## config.mk

```make
export PLATFORM = sky130hd
export DESIGN_NAME = ps2_scancode_tracker
export DESIGN_NICKNAME = d
export VERILOG_FILES = /design/src/rtl/ps2_pkg.sv /design/src/rtl/ps2_byte_fetch.sv /design/src/rtl/ps2_scancode_tracker.sv
export SDC_FILE = /design/constraint.sdc
export NUM_CORES = 1
export LEC_CHECK = 0
export ABC_AREA = 0
export ABC_CLOCK_PERIOD_IN_PS = 3200
export BUFFER_PORTS_ARGS = -buffer_cell sky130_fd_sc_hd__buf_4
export CAP_MARGIN = 20
export CORE_UTILIZATION = 56
export CTS_BUF_LIST = sky130_fd_sc_hd__clkbuf_4
export DETAILED_ROUTE_END_ITERATION = 7
export GPL_TIMING_DRIVEN = 0
export PLACE_DENSITY = 0.88
export SLEW_MARGIN = 20
export SYNTH_ARGS = -nofsm -noshare
export SYNTH_HDL_FRONTEND = slang
export SYNTH_SLANG_ARGS = --single-unit
```

## constraint.sdc

```tcl
create_clock -name clk -period 3.2 [get_ports clk]
set_input_delay 0.32 -clock clk [delete_from_list [all_inputs] [get_ports clk]]
set_output_delay 0.32 -clock clk [all_outputs]
set_load 0.05 [all_outputs]
```

## src/rtl/ps2_pkg.sv

```systemverilog
// Shared constants and types for the PS/2 scan-code tracker slice.
package ps2_pkg;

  localparam logic [7:0] SC_BREAK  = 8'hF0;
  localparam logic [7:0] SC_EXT    = 8'hE0;
  localparam int         CNT_W_DEF = 8;

  typedef enum logic [1:0] {
    S_IDLE = 2'd0,
    S_POP  = 2'd1,
    S_GAP  = 2'd2
  } fetch_state_e;

endpackage

```

## src/rtl/ps2_byte_fetch.sv

```systemverilog
// Pops bytes from the receiver FIFO: one byte per 3 cycles, single-cycle active-low pop.
module ps2_byte_fetch
  import ps2_pkg::*;
(
  input  logic       clk,
  input  logic       rst,
  input  logic [7:0] kb_data,
  input  logic       kb_ready,
  output logic       kb_read_n,
  output logic       byte_vld,
  output logic [7:0] byte_data
);

  fetch_state_e state_r, state_s;
  logic         read_n_r;

  // Next-state logic for the fetch sequence
  always_comb begin
    state_s = state_r;
    case (state_r)
      S_IDLE: begin
        if (kb_ready) begin
          state_s = S_POP;
        end else begin
          state_s = S_IDLE;
        end
      end
      S_POP:   state_s = S_GAP;
      S_GAP:   state_s = S_IDLE;
      default: state_s = S_IDLE;
    endcase
  end

  // State register and registered pop strobe, low only while in S_POP
  always_ff @(posedge clk or posedge rst) begin
    if (rst) begin
      state_r  <= S_IDLE;
      read_n_r <= 1'b1;
    end else begin
      state_r  <= state_s;
      read_n_r <= (state_s != S_POP);
    end
  end

  // The head byte is consumed at the same edge that launches the pop
  assign byte_vld  = (state_r == S_IDLE) && kb_ready;
  assign byte_data = kb_data;
  assign kb_read_n = read_n_r;

endmodule

```

## src/rtl/ps2_scancode_tracker.sv

```systemverilog
// Decodes make/break/typematic scan-code sequences into held key, valid flag and press count.
// Optional E0 extended-set tracking is enabled by defining SCAN_EXT_EN.
module ps2_scancode_tracker
  import ps2_pkg::*;
#(
  parameter int CNT_W         = CNT_W_DEF,
  parameter bit IGNORE_REPEAT = 1'b1
) (
  input  logic             clk,
  input  logic             rst,
  input  logic [7:0]       kb_data,
  input  logic             kb_ready,
  input  logic             kb_overflow,
  output logic             kb_read_n,
  output logic [7:0]       key_code,
  output logic             key_valid,
  output logic             key_ext,
  output logic [CNT_W-1:0] key_count,
  output logic             ovf_seen
);

  logic             byte_vld_s;
  logic [7:0]       byte_data_s;
  logic             is_brk_s, is_ext_s, ext_eq_s, sel_code_s, hit_s, release_s, new_key_s;
  logic [7:0]       key_code_r;
  logic             key_valid_r, brk_pend_r, ovf_seen_r;
  logic [CNT_W-1:0] key_count_r;

  ps2_byte_fetch u_fetch (
    .clk       (clk),
    .rst       (rst),
    .kb_data   (kb_data),
    .kb_ready  (kb_ready),
    .kb_read_n (kb_read_n),
    .byte_vld  (byte_vld_s),
    .byte_data (byte_data_s)
  );

`ifdef SCAN_EXT_EN
  logic ext_pend_r, key_ext_r;
  assign is_ext_s = (byte_data_s == SC_EXT);
  assign ext_eq_s = (ext_pend_r == key_ext_r);
  assign key_ext  = key_ext_r;

  // E0 prefix tracking; cleared by any ordinary code, captured into key_ext on a new key
  always_ff @(posedge clk or posedge rst) begin
    if (rst) begin
      ext_pend_r <= 1'b0;
      key_ext_r  <= 1'b0;
    end else begin
      if (byte_vld_s && !is_brk_s && is_ext_s) begin
        ext_pend_r <= 1'b1;
      end else if (sel_code_s) begin
        ext_pend_r <= 1'b0;
      end
      if (new_key_s) begin
        key_ext_r <= ext_pend_r;
      end
    end
  end
`else
  assign is_ext_s = 1'b0;
  assign ext_eq_s = 1'b1;
  assign key_ext  = 1'b0;
`endif

  assign is_brk_s   = (byte_data_s == SC_BREAK);
  assign sel_code_s = byte_vld_s && !is_brk_s && !is_ext_s;
  assign hit_s      = key_valid_r && (byte_data_s == key_code_r) && ext_eq_s;
  assign release_s  = sel_code_s && brk_pend_r && hit_s;
  assign new_key_s  = sel_code_s && !brk_pend_r && !(hit_s && IGNORE_REPEAT);

  // Key state, press counter and sticky overflow flag
  always_ff @(posedge clk or posedge rst) begin
    if (rst) begin
      brk_pend_r  <= 1'b0;
      key_code_r  <= 8'h00;
      key_valid_r <= 1'b0;
      key_count_r <= '0;
      ovf_seen_r  <= 1'b0;
    end else begin
      if (byte_vld_s && is_brk_s) begin
        brk_pend_r <= 1'b1;
      end else if (sel_code_s) begin
        brk_pend_r <= 1'b0;
      end
      if (release_s) begin
        key_valid_r <= 1'b0;
      end else if (new_key_s) begin
        key_valid_r <= 1'b1;
        key_code_r  <= byte_data_s;
        key_count_r <= key_count_r + {{(CNT_W-1){1'b0}}, 1'b1};
      end
      ovf_seen_r <= ovf_seen_r | kb_overflow;
    end
  end

  assign key_code  = key_code_r;
  assign key_valid = key_valid_r;
  assign key_count = key_count_r;
  assign ovf_seen  = ovf_seen_r;

endmodule

```

After elaboration in Yosys (flattened, before gate mapping):

Cells that the tools add are included.

* bits in registers: 22
* input bits: 12
* output and inout port bits: 20
* word-level logic and storage cells: 35

* $add $sub $neg: 1
* eq/ne operators: 4
* mux-type cells: 6
* bitwise operators: 2
* reduce and logical (&&, ||, !) cells: 15

Operators with widths (number)
* $add A8 B1 Y8 const B: 1
* $eq A8 B8 Y1: 1
* $eq A8 B8 Y1 const B: 1
* $logic_and A1 B1 Y1: 8
* $mux W1: 5
* $pmux W2 S2: 1
* $reduce_bool A2 Y1: 2
* $logic_not A1 Y1: 3
* $eq A2 B1 Y1 const B: 1
* $logic_not A2 Y1: 1
* $ne A2 B1 Y1 const B: 1
* $reduce_and A2 Y1: 1
* $not A1 Y1: 1
* $or A1 B1 Y1: 1

Depth between registers and ports, before layout:

* word-level depth: 7
* mapped depth: 6

By module:

Synthesis repeated with hierarchy kept, for this count alone.

* cells, all modules: 82
* area total of the unflattened synthesis: 1073.5 um^2

By module, submodules not included
* ps2_scancode_tracker: instances 1, cells each 67, area each 910.9 um^2
* ps2_byte_fetch: instances 1, cells each 15, area each 162.7 um^2

Worst setup path before layout:

Ideal clock, no wire load.

* path kind: reg2reg
* start: register key_code_r[5] (netlist: key_code[5])
* end: register key_code_r[3] (netlist: key_code[3])
* library setup time: 0.125 ns
* arrival time: 1.866 ns
* required time: 3.075 ns
* slack: 1.209 ns
* cell stages (with the launch flop): 6
* path buffers: 1
* path through: dfrtp_1 > xor2_1 > nor4_2 > a31oi_4 > buf_6 > mux2_4

* longest elaborated chain between the ends: 5
* elaborated cells between the ends (all ways): 7
* those cells by class: eq/ne (1); bitwise (1); reduce/logical (5)

Ends and longest elaborated chain
* from (decl): line ps2_scancode_tracker.sv:25 `logic [7:0] key_code_r;`
* from (signal assigned): line ps2_scancode_tracker.sv:91 `key_code_r <= byte_data_s;`
* $eq A8 B8 Y1 (*): line ps2_scancode_tracker.sv:69 `assign hit_s = key_valid_r && (byte_data_s == key_code_r) && ext_eq_s;`
* $logic_and A1 B1 Y1 (*): line ps2_scancode_tracker.sv:69
* $logic_not A1 Y1 or $logic_and A1 B1 Y1 (tied branches): line ps2_scancode_tracker.sv:71, ps2_scancode_tracker.sv:70
* $logic_and A1 B1 Y1 or $not A1 Y1 (tied branches)
* $reduce_and A2 Y1 (no line) (*)

Mark *: on every way between the ends. The rest lies on a longest branch, timed or not.
A chain may end at the register's enable or synchronous reset.

Worst setup path after layout:

* start: register key_code_r[7] (netlist: key_code[7])
* end: register key_code_r[5] (netlist: key_code[5])

The elaborated chain is that of the path after synthesis.

==> qor.yml <==
drt:
  route.detailed.drc: 0
  vias: 696
  finalWirelength_um: 1883
  wl_per_cell_um: 14.05
  first_pass_iters: 3
  postRouteAntennaNets: 0
  drt_iter0_markers: 5
  avgViaCountPerCell: 5.194
grt:
  antenna_found_initial: 0
  grt_usage_pct: 22.01
  busiest_layer: "met2"
  grt_pass1_wl_um: 3029
  grt_use_met1_pct: 26.27
  globalRouteMet3Util_pct: 5.200
  grt_max_degree: 23
  grt_pass1_vias: 713
  gr-total-overflow: 0
  met2_usage_pct: 35.29
pwr:
  cellPowerDensity_mw_per_mm2: 979.3
  power_frac_clock_pct: 16.2
  switching_share_pct: 45.12
  p_int_w: 0.0007155
  pwr-share-comb_pct: 48.7
  total_power_w: 0.001304
  power_leakage_nw: 0.6098
  ir_drop_mv: 0.7472
  power_frac_seq_pct: 35.0
  power_switching_w: 0.0005882
worst_setup_path:
  worst_setup_path_start_kind: "register"
  crit_type: "reg2reg"
  cp_max_fo: 10
  critPathBufInv: 1
  critical-path-slowest-cell: "nor4_2"
  slowest_delay_ns: 0.46
  cp.arrival_ns: 2.07
  crit_family: "simple AND/OR/NAND/NOR gates"
  crit_path_end_kind: "register"
  cp_cell_sequence: "xor2_1 > nor4_2 > a31oi_4 > buf_6 > mux2_4"
  cp_data_required_time_ns: 3.41
floorplanning:
  dieArea_mm2: 0.002000
  die_w_um: 44.73
  pin_count: 32
  rows: 15
  start_util_pct: 59.20
  die_h_um: 44.73
  coreArea_mm2: 0.001727
timing:
  grt_setup_unrepaired: "false"
  period_share_pct: 58.22
  fin_tns_setup_ns: 0
  fin_crit_ns: 1.863
  drv_slew: 0
  setup_viol: 0
  finalHoldViolations: 0
  worst_slew_pin_slew_ns: 0.7909
  fmax_mhz: 536.7
  layout_setup_ws_ns: 1.337
  max_slew_margin_pct: 47.21
  holdWs_ns: 0.1473
  skew_ns: 0.001624
logic_synthesis:
  synth-seq-cells: 22
  synth.cell_area_mm2: 0.001022
  synth_most_common_cell: "dfrtp_1"
  syn_nets: 88
  synthAdderAreaFrac_pct: 1.224
  ys_warn_count: 0
  synthXorXnorAreaFrac_pct: 12.85
  synthTopCellsByArea: "dfrtp_1 (51%), xor2_1 (7.7%), mux2_2 (6.6%), xnor2_1 (5.1%), mux2_4 (4.4%)"
  synth-simple-area-share_pct: 12.61
  synth_edf_count: 0
  synthMuxAreaShare_pct: 11.02
  ys.flop_type: "dfrtp_1"
  synthCells: 75
  synth_compound_area_share_pct: 5.018
  synth_cell_types: 26
  synth-async-reset-ratio_pct: 100.0
  avgSynthCellArea_um2: 13.63
  yosys.area.top_type_share_pct: 51.41
  synth_commonest_cells: "dfrtp_1 (21), xor2_1 (9), mux2_2 (6), xnor2_1 (6), nand4_1 (4)"
  synth_top_cell_by_area: "dfrtp_1"
  synth_top_family_by_area: "XOR/XNOR gates"
  synth-seq-area-share_pct: 53.98
placed_design:
  place_hpwl_um: 1368
  pre_cts_slack_ns: 1.245
  place_congestion: 0.7412
  portBuffers: 30
cts:
  htreeDepth: 1
  ctsLongestPathBuffers: 2
  cts_made_buffers: 3
  cts_resized: 0
  cts_hold_buf: 0
  clk_pin_slew_ns: 0.12
  root_buffer: "clkbuf_4"
  clock_sinks: 22
  cts_tree: "yes"
  post-cts-setup-buffer-count: 0
  clk_latency_ns: 0.31
final_layout:
  fin_util_pct: 77.10
  antenna_cells: 0
  fillers: 112
  drive_gt1_share_pct: 48.62
  syn2layout_area_growth_pct: 30.23
  nets: 123
run:
  cap_violations: 0
worst_hold_path:
  hold_path.class: "in2async"
run_status:
  status: "finished, final reports clean"
## logic make-up after synthesis
logic type,count (synthesis)
AOI/OAI and AO/OA,5
xor gates and xnor gates,15
adders and majority gates,1
buffers and inverters,5
DFF,22
muxes,9
other,1
and+or+nand+nor,17
## sequential cells by signal (all words and copies together), names as in the netlist
register	count
key_code	8
key_count	8
u_fetch.state_r	2
brk_pend_r	1
key_valid	1
ovf_seen	1
u_fetch.kb_read_n	1
## power groups by stage
stage	Clock, W	Sequential, W	Combinational [W]
after floorplan	0	0.000725	0.000182
after global placement	0	0.000454	0.000627
after detailed placement	0	0.000460	0.000636
after CTS	0.000215	0.000456	0.000640
after global routing	0.000227	0.000469	0.000666
final	0.000212	0.000457	0.000635
## final timing paths
path | start | end | cells past startpoint | slack [ns]
setup / recovery | key_code[7] | key_code[5] | 5 | 1.34
hold / removal | rst | u_fetch.state_r[0] | 2 | 0.15
setup reg to reg | key_code[7] | key_code[5] | 5 | 1.34
hold reg to reg | u_fetch.state_r[1] | u_fetch.state_r[1] | 1 | 0.47
max in group asynchronous | rst | key_count[7] | 2 | 2.57
min in group clk | kb_overflow | ovf_seen | 2 | 0.19
## cell usage in the layout, fill, tap and decap left out, drive strengths merged
cell	netlist	routed
buf	2	32
dfrtp	21	21
xor2	9	9
mux2	9	9
xnor2	6	6
nand4	4	4
inv	3	3
nand2	3	3
clkbuf	0	3
nor4	2	2
o21ai	2	2
or4b	1	1
nand4b	1	1
nor3b	1	1
o211ai	1	1
a31oi	1	1
and3	1	1
and4	1	1
nand3	1	1
a21boi	1	1
nor2b	1	1
or2	1	1
ha	1	1
conb	1	1
bufinv	0	1
dfstp	1	1
## cell type report
cell class              count  area [µm²]  share of cell area [%]
flip-flops and latches     22       551.8                   41.45
multi-input cells          48       440.4                   33.08
repair buffers             30       225.2                   16.92
well taps                  25       31.28                   2.350
clock inverters             1       30.03                   2.256
clock buffers               3       22.52                   1.692
plain buffers               2       18.77                   1.410
inverters                   3       11.26                  0.8459
## routing by layer
metal	wire length, µm	vias up	share of wire (%)
li1	-	329	-
met1	832	346	44
met2	947	16	50
met3	60	5	3.2
met4	42	0	2.2
met5	0	-	0
## per-stage QoR
step	instance area, µm²	cells
5_1_grt	1331	134
3_5_place_dp	1279	130
3_3_place_gp	1279	130
2_1_floorplan	1022	75
4_1_cts	1331	134
6_report	1331	134
## worst reg2reg max path: stages, from the launching register on
cell,delay [ns]
dfrtp_1,0.42
xor2_1,0.18
nor4_2,0.46
a31oi_4,0.21
buf_6,0.20
mux2_4,0.29
Power figures use the tool's default switching activity.
